### src/rtl/branch_pkg.sv
// -----------------------------------------------------------------------------
// branch_pkg
// Shared definitions for the branch resolve unit and its history table:
//   - MIPS-style opcode / funct constants for the control-transfer instructions
//   - 2-bit saturating counter encodings (SNT/WNT/WT/ST)
//   - decoded control-transfer kind
//   - saturating counter update helper
// No ports (package).
// -----------------------------------------------------------------------------
package branch_pkg;

    localparam logic [5:0] OP_SPECIAL = 6'b000000;
    localparam logic [5:0] OP_J       = 6'b000010;
    localparam logic [5:0] OP_JAL     = 6'b000011;
    localparam logic [5:0] OP_BEQ     = 6'b000100;
    localparam logic [5:0] OP_BNE     = 6'b000101;
    localparam logic [5:0] OP_BLEZ    = 6'b000110;
    localparam logic [5:0] OP_BGTZ    = 6'b000111;
    localparam logic [5:0] FUNCT_JR   = 6'b001000;

    typedef enum logic [1:0] {
        SNT = 2'b00,
        WNT = 2'b01,
        WT  = 2'b10,
        ST  = 2'b11
    } bht_ctr_e;

    typedef enum logic [2:0] {
        BR_NONE = 3'd0,
        BR_COND = 3'd1,
        BR_J    = 3'd2,
        BR_JAL  = 3'd3,
        BR_JR   = 3'd4
    } br_kind_e;

    // Saturating 2-bit counter step: up on taken, down on not taken.
    function automatic logic [1:0] bht_next_ctr(input logic [1:0] ctr, input logic taken);
        logic [1:0] nxt;
        if (taken) begin
            nxt = (ctr == ST) ? ST : (ctr + 2'd1);
        end else begin
            nxt = (ctr == SNT) ? SNT : (ctr - 2'd1);
        end
        return nxt;
    endfunction

endpackage

### src/rtl/branch_history_table.sv
// -----------------------------------------------------------------------------
// branch_history_table
// BHT_DEPTH x 2-bit saturating direction counters.
// Ports:
//   i_clk, i_rst      clock, synchronous active-high reset (all counters -> WNT)
//   i_fetch_idx       asynchronous read index (fetch lookup)
//   o_fetch_pred      MSB of the addressed counter (pre-update value)
//   i_upd_en          apply one counter update at this edge
//   i_upd_idx         counter to update
//   i_upd_taken       direction resolved for the update
// -----------------------------------------------------------------------------
module branch_history_table
    import branch_pkg::*;
#(
    parameter int BHT_DEPTH = 16,
    parameter int IDX_W     = (BHT_DEPTH > 1) ? $clog2(BHT_DEPTH) : 1
) (
    input  logic             i_clk,
    input  logic             i_rst,
    input  logic [IDX_W-1:0] i_fetch_idx,
    output logic             o_fetch_pred,
    input  logic             i_upd_en,
    input  logic [IDX_W-1:0] i_upd_idx,
    input  logic             i_upd_taken
);

    logic [1:0] r_ctr [BHT_DEPTH];

    // Counter array: reset to weakly-not-taken, otherwise one saturating update per edge.
    always_ff @(posedge i_clk) begin
        if (i_rst) begin
            for (int i = 0; i < BHT_DEPTH; i++) begin
                r_ctr[i] <= WNT;
            end
        end else if (i_upd_en) begin
            r_ctr[i_upd_idx] <= bht_next_ctr(r_ctr[i_upd_idx], i_upd_taken);
        end else begin
            r_ctr <= r_ctr;
        end
    end

    // Read is from the array register, so a same-cycle update is not visible yet.
    assign o_fetch_pred = r_ctr[i_fetch_idx][1];

endmodule

### src/rtl/branch_resolve_unit.sv
// -----------------------------------------------------------------------------
// branch_resolve_unit
// Resolves BEQ/BNE/BLEZ/BGTZ/J/JAL/JR in ID, computes the redirect target,
// registers the result for one cycle and keeps a 2-bit BHT for fetch.
// Ports:
//   i_clk, i_rst        clock, synchronous active-high reset
//   i_stall             freeze output registers and BHT
//   i_valid_in          ID holds a real instruction
//   i_opcode, i_funct   instruction [31:26] / [5:0]
//   i_d1, i_d2          forwarded rs / rt operands
//   i_pc_next           PC+1 of the ID instruction
//   i_pc_branch         branch offset (conditional) or absolute jump target
//   i_pred_taken        direction fetch used for this instruction
//   i_fetch_pc          PC+1 of the IF instruction (BHT lookup)
//   o_fetch_pred        combinational BHT prediction for i_fetch_pc
//   o_taken             registered: transfer resolved taken
//   o_branch_pc         registered: redirect PC (meaningful when o_mispredict)
//   o_mispredict        registered: redirect fetch and flush IF/ID
//   o_link_we           registered: JAL writes o_link_data to $31
//   o_link_data         registered: zero-extended pc_next of the JAL
// -----------------------------------------------------------------------------
module branch_resolve_unit
    import branch_pkg::*;
#(
    parameter int PC_WIDE   = 7,
    parameter int BHT_DEPTH = 16
) (
    input  logic               i_clk,
    input  logic               i_rst,
    input  logic               i_stall,
    input  logic               i_valid_in,
    input  logic [5:0]         i_opcode,
    input  logic [5:0]         i_funct,
    input  logic [31:0]        i_d1,
    input  logic [31:0]        i_d2,
    input  logic [PC_WIDE-1:0] i_pc_next,
    input  logic [PC_WIDE-1:0] i_pc_branch,
    input  logic               i_pred_taken,
    input  logic [PC_WIDE-1:0] i_fetch_pc,
    output logic               o_fetch_pred,
    output logic               o_taken,
    output logic [PC_WIDE-1:0] o_branch_pc,
    output logic               o_mispredict,
    output logic               o_link_we,
    output logic [31:0]        o_link_data
);

    localparam int IDX_W = (BHT_DEPTH > 1) ? $clog2(BHT_DEPTH) : 1;

    br_kind_e           w_kind;
    logic               w_cond;
    logic [PC_WIDE-1:0] w_cond_target;
    logic               w_taken;
    logic [PC_WIDE-1:0] w_branch_pc;
    logic               w_mispredict;
    logic               w_link_we;
    logic [31:0]        w_link_data;
    logic               w_bht_upd_en;
    logic               w_unused_fetch_hi;

    logic               r_taken;
    logic [PC_WIDE-1:0] r_branch_pc;
    logic               r_mispredict;
    logic               r_link_we;
    logic [31:0]        r_link_data;

    // Decode the instruction class; an invalid slot is treated as a non-branch.
    always_comb begin
        w_kind = BR_NONE;
        if (i_valid_in) begin
            case (i_opcode)
                OP_SPECIAL: w_kind = (i_funct == FUNCT_JR) ? BR_JR : BR_NONE;
                OP_J:       w_kind = BR_J;
                OP_JAL:     w_kind = BR_JAL;
                OP_BEQ,
                OP_BNE,
                OP_BLEZ,
                OP_BGTZ:    w_kind = BR_COND;
                default:    w_kind = BR_NONE;
            endcase
        end else begin
            w_kind = BR_NONE;
        end
    end

    // Conditional-branch comparison; BLEZ/BGTZ look at d1 only, as signed.
    always_comb begin
        w_cond = 1'b0;
        case (i_opcode)
            OP_BEQ:  w_cond = (i_d1 == i_d2);
            OP_BNE:  w_cond = (i_d1 != i_d2);
            OP_BLEZ: w_cond = ($signed(i_d1) <= $signed(32'd0));
            OP_BGTZ: w_cond = ($signed(i_d1) >  $signed(32'd0));
            default: w_cond = 1'b0;
        endcase
    end

    // Relative target wraps within the PC width (carry out discarded).
    assign w_cond_target = i_pc_next + i_pc_branch;

    // Next values for the output registers.
    always_comb begin
        w_taken      = 1'b0;
        w_branch_pc  = {PC_WIDE{1'b0}};
        w_mispredict = 1'b0;
        w_link_we    = 1'b0;
        w_link_data  = 32'd0;
        case (w_kind)
            BR_COND: begin
                w_taken      = w_cond;
                w_mispredict = w_cond ^ i_pred_taken;
                // Redirect to the correct path: the target if taken, the fall-through otherwise.
                if (w_mispredict) begin
                    w_branch_pc = w_cond ? w_cond_target : i_pc_next;
                end else begin
                    w_branch_pc = {PC_WIDE{1'b0}};
                end
            end
            BR_J: begin
                w_taken      = 1'b1;
                w_mispredict = 1'b1;
                w_branch_pc  = i_pc_branch;
            end
            BR_JAL: begin
                w_taken      = 1'b1;
                w_mispredict = 1'b1;
                w_branch_pc  = i_pc_branch;
                w_link_we    = 1'b1;
                w_link_data  = 32'(i_pc_next);
            end
            BR_JR: begin
                w_taken      = 1'b1;
                w_mispredict = 1'b1;
                w_branch_pc  = i_d1[PC_WIDE-1:0];
            end
            default: begin
                w_taken      = 1'b0;
                w_branch_pc  = {PC_WIDE{1'b0}};
                w_mispredict = 1'b0;
                w_link_we    = 1'b0;
                w_link_data  = 32'd0;
            end
        endcase
    end

    // Output registers: reset clears (drops any in-flight result), stall holds.
    always_ff @(posedge i_clk) begin
        if (i_rst) begin
            r_taken      <= 1'b0;
            r_branch_pc  <= {PC_WIDE{1'b0}};
            r_mispredict <= 1'b0;
            r_link_we    <= 1'b0;
            r_link_data  <= 32'd0;
        end else if (!i_stall) begin
            r_taken      <= w_taken;
            r_branch_pc  <= w_branch_pc;
            r_mispredict <= w_mispredict;
            r_link_we    <= w_link_we;
            r_link_data  <= w_link_data;
        end else begin
            r_taken      <= r_taken;
            r_branch_pc  <= r_branch_pc;
            r_mispredict <= r_mispredict;
            r_link_we    <= r_link_we;
            r_link_data  <= r_link_data;
        end
    end

    // Only resolved conditionals train the table; jumps are never predicted.
    assign w_bht_upd_en = (w_kind == BR_COND) && !i_stall;

    branch_history_table #(
        .BHT_DEPTH (BHT_DEPTH),
        .IDX_W     (IDX_W)
    ) u_bht (
        .i_clk        (i_clk),
        .i_rst        (i_rst),
        .i_fetch_idx  (i_fetch_pc[IDX_W-1:0]),
        .o_fetch_pred (o_fetch_pred),
        .i_upd_en     (w_bht_upd_en),
        .i_upd_idx    (i_pc_next[IDX_W-1:0]),
        .i_upd_taken  (w_cond)
    );

    // Upper fetch PC bits alias onto the same counters and are intentionally ignored.
    assign w_unused_fetch_hi = ^i_fetch_pc;

    assign o_taken      = r_taken;
    assign o_branch_pc  = r_branch_pc;
    assign o_mispredict = r_mispredict;
    assign o_link_we    = r_link_we;
    assign o_link_data  = r_link_data;

endmodule
### config.mk
export PLATFORM = sky130hd
export DESIGN_NAME = branch_resolve_unit
export DESIGN_NICKNAME = d
export VERILOG_FILES = /design/src/rtl/branch_pkg.sv /design/src/rtl/branch_history_table.sv /design/src/rtl/branch_resolve_unit.sv
export SDC_FILE = /design/constraint.sdc
export NUM_CORES = 1
export LEC_CHECK = 0
export ABC_AREA = 1
export CAP_MARGIN = 20
export CORE_MARGIN = 2
export CORE_UTILIZATION = 41
export CTS_CLUSTER_SIZE = 14
export DETAILED_ROUTE_END_ITERATION = 10
export PLACE_DENSITY = 0.78
export SLEW_MARGIN = 10
export SYNTH_ARGS = -nofsm -noshare
export SYNTH_HDL_FRONTEND = slang
export SYNTH_SLANG_ARGS = --single-unit
### constraint.sdc
create_clock -name i_clk -period 2 [get_ports i_clk]
set_input_delay 0.4 -clock i_clk [delete_from_list [all_inputs] [get_ports i_clk]]
set_output_delay 0.4 -clock i_clk [all_outputs]
set_load 0.02 [all_outputs]
==> run_results.csv, run 1 <==
group,metric,value,unit
clocking,cts_buffers,5,
sta,postLayoutSetupSlackWorst,-0.1075,ns
setup_path,critical_path.endpoint_type,"flop",
sta,finalClockSkew,0.005036,ns
placed_design,dp_hpwl,9686,um
setup_path,crit_type,"in -> reg",
sta,finalHoldViolCount,0,
synthesis,avgSynthCellArea,6.055,sq um
setup_path,crit_fanout,2,
synthesis,async_flop_share,0,%
floorplanning,die_x,100.8,um
clocking,htreeDepth,2,
min_path,hp-class,"reg -> reg",
floorplanning,dieArea,0.01015,sq mm
setup_path,slowest_delay,0.41,ns
placed_design,post-place-cells,921,
setup_path,r2r_slack,0.26,ns
pwr,p_sw,0.7798,mW
floorplanning,core-area,0.009153,sq mm
clocking,cts_tree,"done",
synthesis,synth_cells,634,
floorplanning,rows,35,
route,drc,0,
sta,timing.hold.ws,0.4682,ns
clocking,cts_root_buffer,"clkbuf_8",
global_routing,gr-total-overflow,0,
setup_path,startpoint_type,"primary input",
synthesis,seq_area_frac_synth,25.55,%
pwr,peakVddDrop,0.2515,mV
setup_path,cpMostUsedCell,"nand2_1",
clocking,clock_path_buffers,2,
synthesis,netlist_area,0.003839,sq mm
route,final_antenna_net_count,0,
sta,rsz0062_at_grt,"true",
placed_design,placed_area,0.005539,sq mm
setup_path,cp.arrival,2.33,ns
sta,setup_violations,1,
synthesis,synth_warnings,0,
pwr,clockPowerShare,28.9,%
synthesis,yosys.area.top_type,"dfxtp_1",
route,vias,4807,
pwr,seqPwrFrac,39.1,%
cells_and_area,finish.utilization,66.70,%
run_status,failed_checks,"setup timing",
placed_design,gp_congestion,0.8903,
clocking,clk_pin_slew,0.09,ns
min_path,min_delay_path_depth,2,
clocking,cts_sinks,49,
cells_and_area,insertedDiodeCount,0,
route,via_per_inst,5.055,
route,wl_per_cell,14.09,um
cells_and_area,layout.nets,948,
pwr,p_per_area,410.2,mW/mm^2
placed_design,numPortBuffers,116,
global_routing,grt_pass1_vias,4498,
synthesis,ys_top_cells_by_area,"dfxtp_1, nand2_1, inv_1",
cells_and_area,fin_area,0.006105,sq mm
setup_path,crit_chain,"dlygate4sd2_1 > fa_2 > nand3_2 > nand3_2 > a21o_1 > a21oi_2 > xor2_1 > nand2_1 > nand2_1 > nand3_2 > nand2_1 > nand2_1 > a21oi_1",
cells_and_area,drive_gt1_share,36.07,%
floorplanning,start_util,41.94,%
global_routing,track_usage,24.00,%
pwr,p_leak,2.838,nW
route,wirelength,13400,um
setup_path,rr_startpoint,"u_bht.r_ctr[17]",
min_path,hold-path-endpoint,"o_link_data[6]",
sta,fmax,474.5,MHz
sta,period_needed,2.108,ns
synthesis,synth.ff_latch_count,49,
route,drt_pre_antenna_iters,7,
setup_path,crit_slowest_cell,"fa_2",
global_routing,grt_max_degree,50,
run_status,status,"finished with violations",
cells_and_area,synthToLayoutAreaGrowth,59.03,%
clocking,insertion_delay,0.30,ns
setup_path,crit_required,2.22,ns
global_routing,antenna_found_initial,0,
synthesis,yosysTopAreaCellShare,25.55,%
synthesis,synth_cell_types,42,
pwr,combPwrFrac,32.0,%
pwr,switching_share,31.14,%
floorplanning,die_h,100.8,um
synthesis,synth-edff-count,0,
setup_path,r2r_end,"u_bht.r_ctr[7]",
min_path,min-delay-start,"o_link_data[6]",
global_routing,grt_pass1_wl,19970,um
synthesis,yosys_most_used_dff,"dfxtp_1",
route,drtIter0Drc,172,
floorplanning,ios,145,
pwr,intPower,1.724,mW
sta,slew_violations,0,
cells_and_area,instances_no_fill,951,
run,maxCapViolCount,0,
sta,finalCritPeriodShare,105.4,%
setup_path,r2r_cells,9,
cell type report:
cell class              instances  area, sq um
multi-input cells             470         2821
clock buffers                   6        72.57
repair buffers                210         1653
flip-flops and latches         49        980.9
inverters                     103        399.1
clock inverters                 2        38.79
well taps                     111        138.9
fillers                       760         3048
layout by cell type (no fill, tap or decap), types with 25 or more instances in the layout:
cell type	count
nand2_1	171
buf_4	85
inv_1	72
clkbuf_2	53
dfxtp_1	49
a21oi_1	39
clkdlybuf4s50_1	35
nor2_1	33
inv_2	27
conb_1	25
cell usage after synthesis (5+ instances only):
library cell    n
nand2_1       185
inv_1          97
nor2_1         63
a21oi_1        56
dfxtp_1        49
buf_4          26
xnor2_1        24
nand3_1        18
o21ai_0        17
o21ai_1        15
nand4_1        10
a22oi_1         8
o22ai_1         8
clkbuf_1        6
ha_1            6
inv_2           5
worst max-delay path, delay by kind of cell:
family	cells	cell delay, ns
AOI/OAI and AO/OA	3	0.49
and+or+nand+nor	7	0.59
buffers and inverters	1	0.28
xor gates and xnor gates	1	0.16
adders and majority gates	1	0.41
sequential cells by signal, indices dropped and copies added (netlist names):
| register | count |
|---|---|
| u_bht.r_ctr | 32 |
| o_branch_pc | 7 |
| o_link_data | 7 |
| o_link_we | 1 |
| o_mispredict | 1 |
| o_taken | 1 |
worst max path at each step:
stage / startpoint / endpoint / slack [ns] / cells after the start
2_1_floorplan: i_pc_next[0] / o_branch_pc[6] / 0.002 / 13
3_3_place_gp: i_pc_next[0] / o_branch_pc[6] / -0.56 / 14
3_5_place_dp: i_pc_next[0] / o_branch_pc[6] / -0.65 / 14
4_1_cts: i_opcode[2] / u_bht.r_ctr[12] / -0.04 / 14
5_1_grt: i_pc_branch[1] / o_branch_pc[6] / -0.16 / 13
6_report: i_pc_branch[1] / o_branch_pc[6] / -0.11 / 13
stage by stage:
step	power, mW	TNS (ns)	worst slack (ns)
finish	2.504	-0.1075	-0.1075
global route	2.624	-0.2896	-0.1632
CTS	2.422	-0.4676	-0.03771
detailed placement	1.712	-22.63	-0.6478
global placement	1.698	-20.66	-0.5614
floorplan	1.366	0	0.002451
cells by family after synthesis:
group	synth area share [%]
adder cells (fa/ha/maj)	2.770
XOR/XNOR	6.160
AND/OR/NAND/NOR	31.98
AO/OA/AOI/OAI	16.79
buffers and inverters	16.66
flip-flops	25.55
other	0.09769
power groups by stage:
stage | Clock (mW) | Sequential [mW] | Combinational (mW)
after global routing | 0.781 | 0.980 | 0.862
final | 0.723 | 0.979 | 0.802
after detailed placement | 0 | 1.00 | 0.710
after CTS | 0.733 | 0.980 | 0.709
after global placement | 0 | 1.00 | 0.696
after floorplan | 0 | 1.00 | 0.361
layer usage:
layer	global-route usage, %	part of all wire, %
met2	43.90	50
met1	29.36	40
met3	3.814	7.3
met4	5.374	2.0
met5	0	0
repair_timing:
item,in CTS,in global routing
gates cloned,2,0
setup endpoints to repair,41,49
resized for setup,160,242
pin swaps,60,79
buffers inserted,5,15
hold buffers,0,0
No activity file was read; power rests on OpenSTA's default activity.
==> run 2: changes to the inputs <==
- CORE_UTILIZATION: 41 -> 45
- PLACE_DENSITY: 0.78 -> 0.81
- clock period: 2 -> 2.34 ns (I/O delays scaled with it)
==> run_results.csv, run 2 (synthesis results as in run 1) <==
group,metric,value,unit
clocking,htreeDepth,2,
setup_path,crit_slowest_cell,"clkdlybuf4s50_1",
setup_path,cp_num_buf_inv,3,
global_routing,antenna_found_initial,0,
route,drtIter0Drc,237,
placed_design,dp_hpwl,9363,um
cells_and_area,largest_reg_flops,32,
setup_path,cp.arrival,1.76,ns
cells_and_area,final_cell_mix,"nand2_1, inv_1, clkdlybuf4s50_1",
placed_design,numPortBuffers,116,
setup_path,critical_path.endpoint_type,"output pin",
clocking,cts_sinks,49,
floorplanning,ios,145,
sta,tightest_slew,0.5113,ns
sta,period_needed,2.230,ns
floorplanning,core-area,0.008258,sq mm
route,wl_per_cell,13.25,um
floorplanning,die_h,96.36,um
cells_and_area,drive_gt1_share,14.98,%
setup_path,crit_type,"in -> out",
global_routing,gr-total-overflow,0,
setup_path,crit_required,1.87,ns
pwr,p_per_area,361.7,mW/mm^2
pwr,clockPowerShare,29.9,%
sta,slew_headroom,65.92,%
global_routing,grt_max_degree,50,
cells_and_area,layout_commonest_cell,"nand2_1",
cells_and_area,layout.nets,916,
cells_and_area,top_register,"u_bht.r_ctr",
global_routing,grt_pass1_wl,18290,um
clocking,cts_root_buffer,"clkbuf_8",
pwr,switching_share,28.43,%
run_status,status,"finished clean",
clocking,cts_tree,"done",
floorplanning,start_util,46.48,%
pwr,intPower,1.494,mW
floorplanning,die_x,96.36,um
route,final_antenna_net_count,0,
placed_design,gp_congestion,0.8788,
pwr,p_sw,0.5937,mW
floorplanning,rows,33,
sta,finalCritPeriodShare,95.31,%
global_routing,grt_pass1_vias,4408,
setup_path,cpMostUsedCell,"o21ai_0",
clocking,insertion_delay,0.30,ns
sta,slew_violations,0,
sta,setup_violations,0,
cells_and_area,insertedDiodeCount,0,
pwr,peakVddDrop,0.2856,mV
route,drt_pre_antenna_iters,4,
clocking,cts_buffers,5,
setup_path,crit_chain,"clkdlybuf4s50_1 > buf_6 > a21oi_1 > o21ai_0 > o21ai_0 > o221ai_2 > o21ai_1 > buf_4",
setup_path,crit_family,"buffers and inverters",
sta,finalClockSkew,0.004517,ns
pwr,seqPwrFrac,40.1,%
setup_path,crit_fanout,8,
floorplanning,dieArea,0.009285,sq mm
pwr,combPwrFrac,30.0,%
sta,rsz0062_at_grt,"true",
setup_path,slowest_delay,0.50,ns
clocking,clk_pin_slew,0.09,ns
setup_path,startpoint_type,"primary input",
sta,tns,0,ns
global_routing,track_usage,24.77,%
route,vias,4603,
clocking,clock_path_buffers,2,
sta,fmax,448.4,MHz
sta,finalHoldViolCount,0,
run,maxCapViolCount,0,
route,drc,0,
pwr,power.total,2.088,mW
route,wirelength,12100,um
pwr,p_leak,2.740,nW
clocking,cts_hold_buffers,0,
cells_and_area,synthToLayoutAreaGrowth,50.39,%
route,via_per_inst,5.042,
min_path,hp-class,"reg -> reg",
==> run 2: cell count changes in the layout (fill, tap and decap cells not counted), moves of 13 or more <==
cell	delta
dlymetal6s2s_1	+17
nor2_4	-13
a21oi_2	-13
buf_4	-29
clkbuf_2	-53
a21oi_1	+13
clkdlybuf4s50_1	+53
nor2_1	+18
inv_2	-21
inv_1	+24
==> run 2: repair_timing <==
item | 4_1_cts | 5_1_grt
resized for setup | 12 | 62
gates cloned | 0 | 2
setup endpoints to repair | 19 | 40
pin swaps | 1 | 21
endpoints found under the hold margin | 0 | 0
setup buffers | 0 | 2
==> run 2: power groups by stage <==
stage / logic (mW) / clock network, mW / registers, mW
after floorplan: 0.309 / 0 / 0.859
after global placement: 0.574 / 0 / 0.857
after detailed placement: 0.589 / 0 / 0.857
after CTS: 0.592 / 0.640 / 0.837
after global routing: 0.681 / 0.668 / 0.838
final: 0.627 / 0.624 / 0.837
==> run 2: routing by layer <==
| metal | track usage, % | vias to the layer above | routed length, um |
|---|---|---|---|
| met5 | 0 | - | 0 |
| met4 | 7.864 | 0 | 270 |
| met3 | 4.620 | 26 | 666 |
| li1 | - | 2300 | - |
| met2 | 47.80 | 158 | 6449 |
| met1 | 26.92 | 2119 | 4710 |
==> run 2: layout make-up <==
type / instances / area [sq um]
clock buffer: 7 / 86.33
clock inverter: 1 / 30.03
fill: 673 / 2485
inverter: 103 / 386.6
multi-input combinational: 470 / 2449
sequential: 49 / 980.9
tap: 105 / 131.4
timing repair buffer: 178 / 1709
==> run 2: worst reg2reg max path: stages, from the launching register on <==
cell and delay (ns):
dfxtp_1 0.31, inv_1 0.10, o22ai_1 0.12, o21ai_0 0.21, nand2_1 0.12, nor2_4 0.13, inv_2 0.06, maj3_2 0.39
o21ai_1 0.16, inv_1 0.05
==> run 2: stage by stage <==
| step | hold WS, ns | util [%] | std cells | worst slack, ns | area, sq um |
|---|---|---|---|---|---|
| 6_report | 0.4696 | 69.91 | 913 | 0.1099 | 5773 |
| 5_1_grt | 0.4895 | 69.91 | 913 | -0.08044 | 5773 |
| 4_1_cts | 0.4772 | 66.98 | 909 | 0.001542 | 5532 |
| 3_5_place_dp | 0.4581 | 65.53 | 901 | -0.3982 | 5411 |
| 3_3_place_gp | 0.4534 | 65.53 | 901 | -0.3662 | 5411 |
| 2_1_floorplan | 0.4413 | - | 658 | 0.2248 | 3929 |
==> run 2: final timing paths <==
path / startpoint / endpoint / slack [ns] / cells past startpoint
max: i_fetch_pc[0] / o_fetch_pred / 0.11 / 8
min reg2reg: o_link_data[5] / o_link_data[5] / 0.47 / 2
max reg2reg: u_bht.r_ctr[9] / u_bht.r_ctr[13] / 0.59 / 9
min: o_link_data[5] / o_link_data[5] / 0.47 / 2
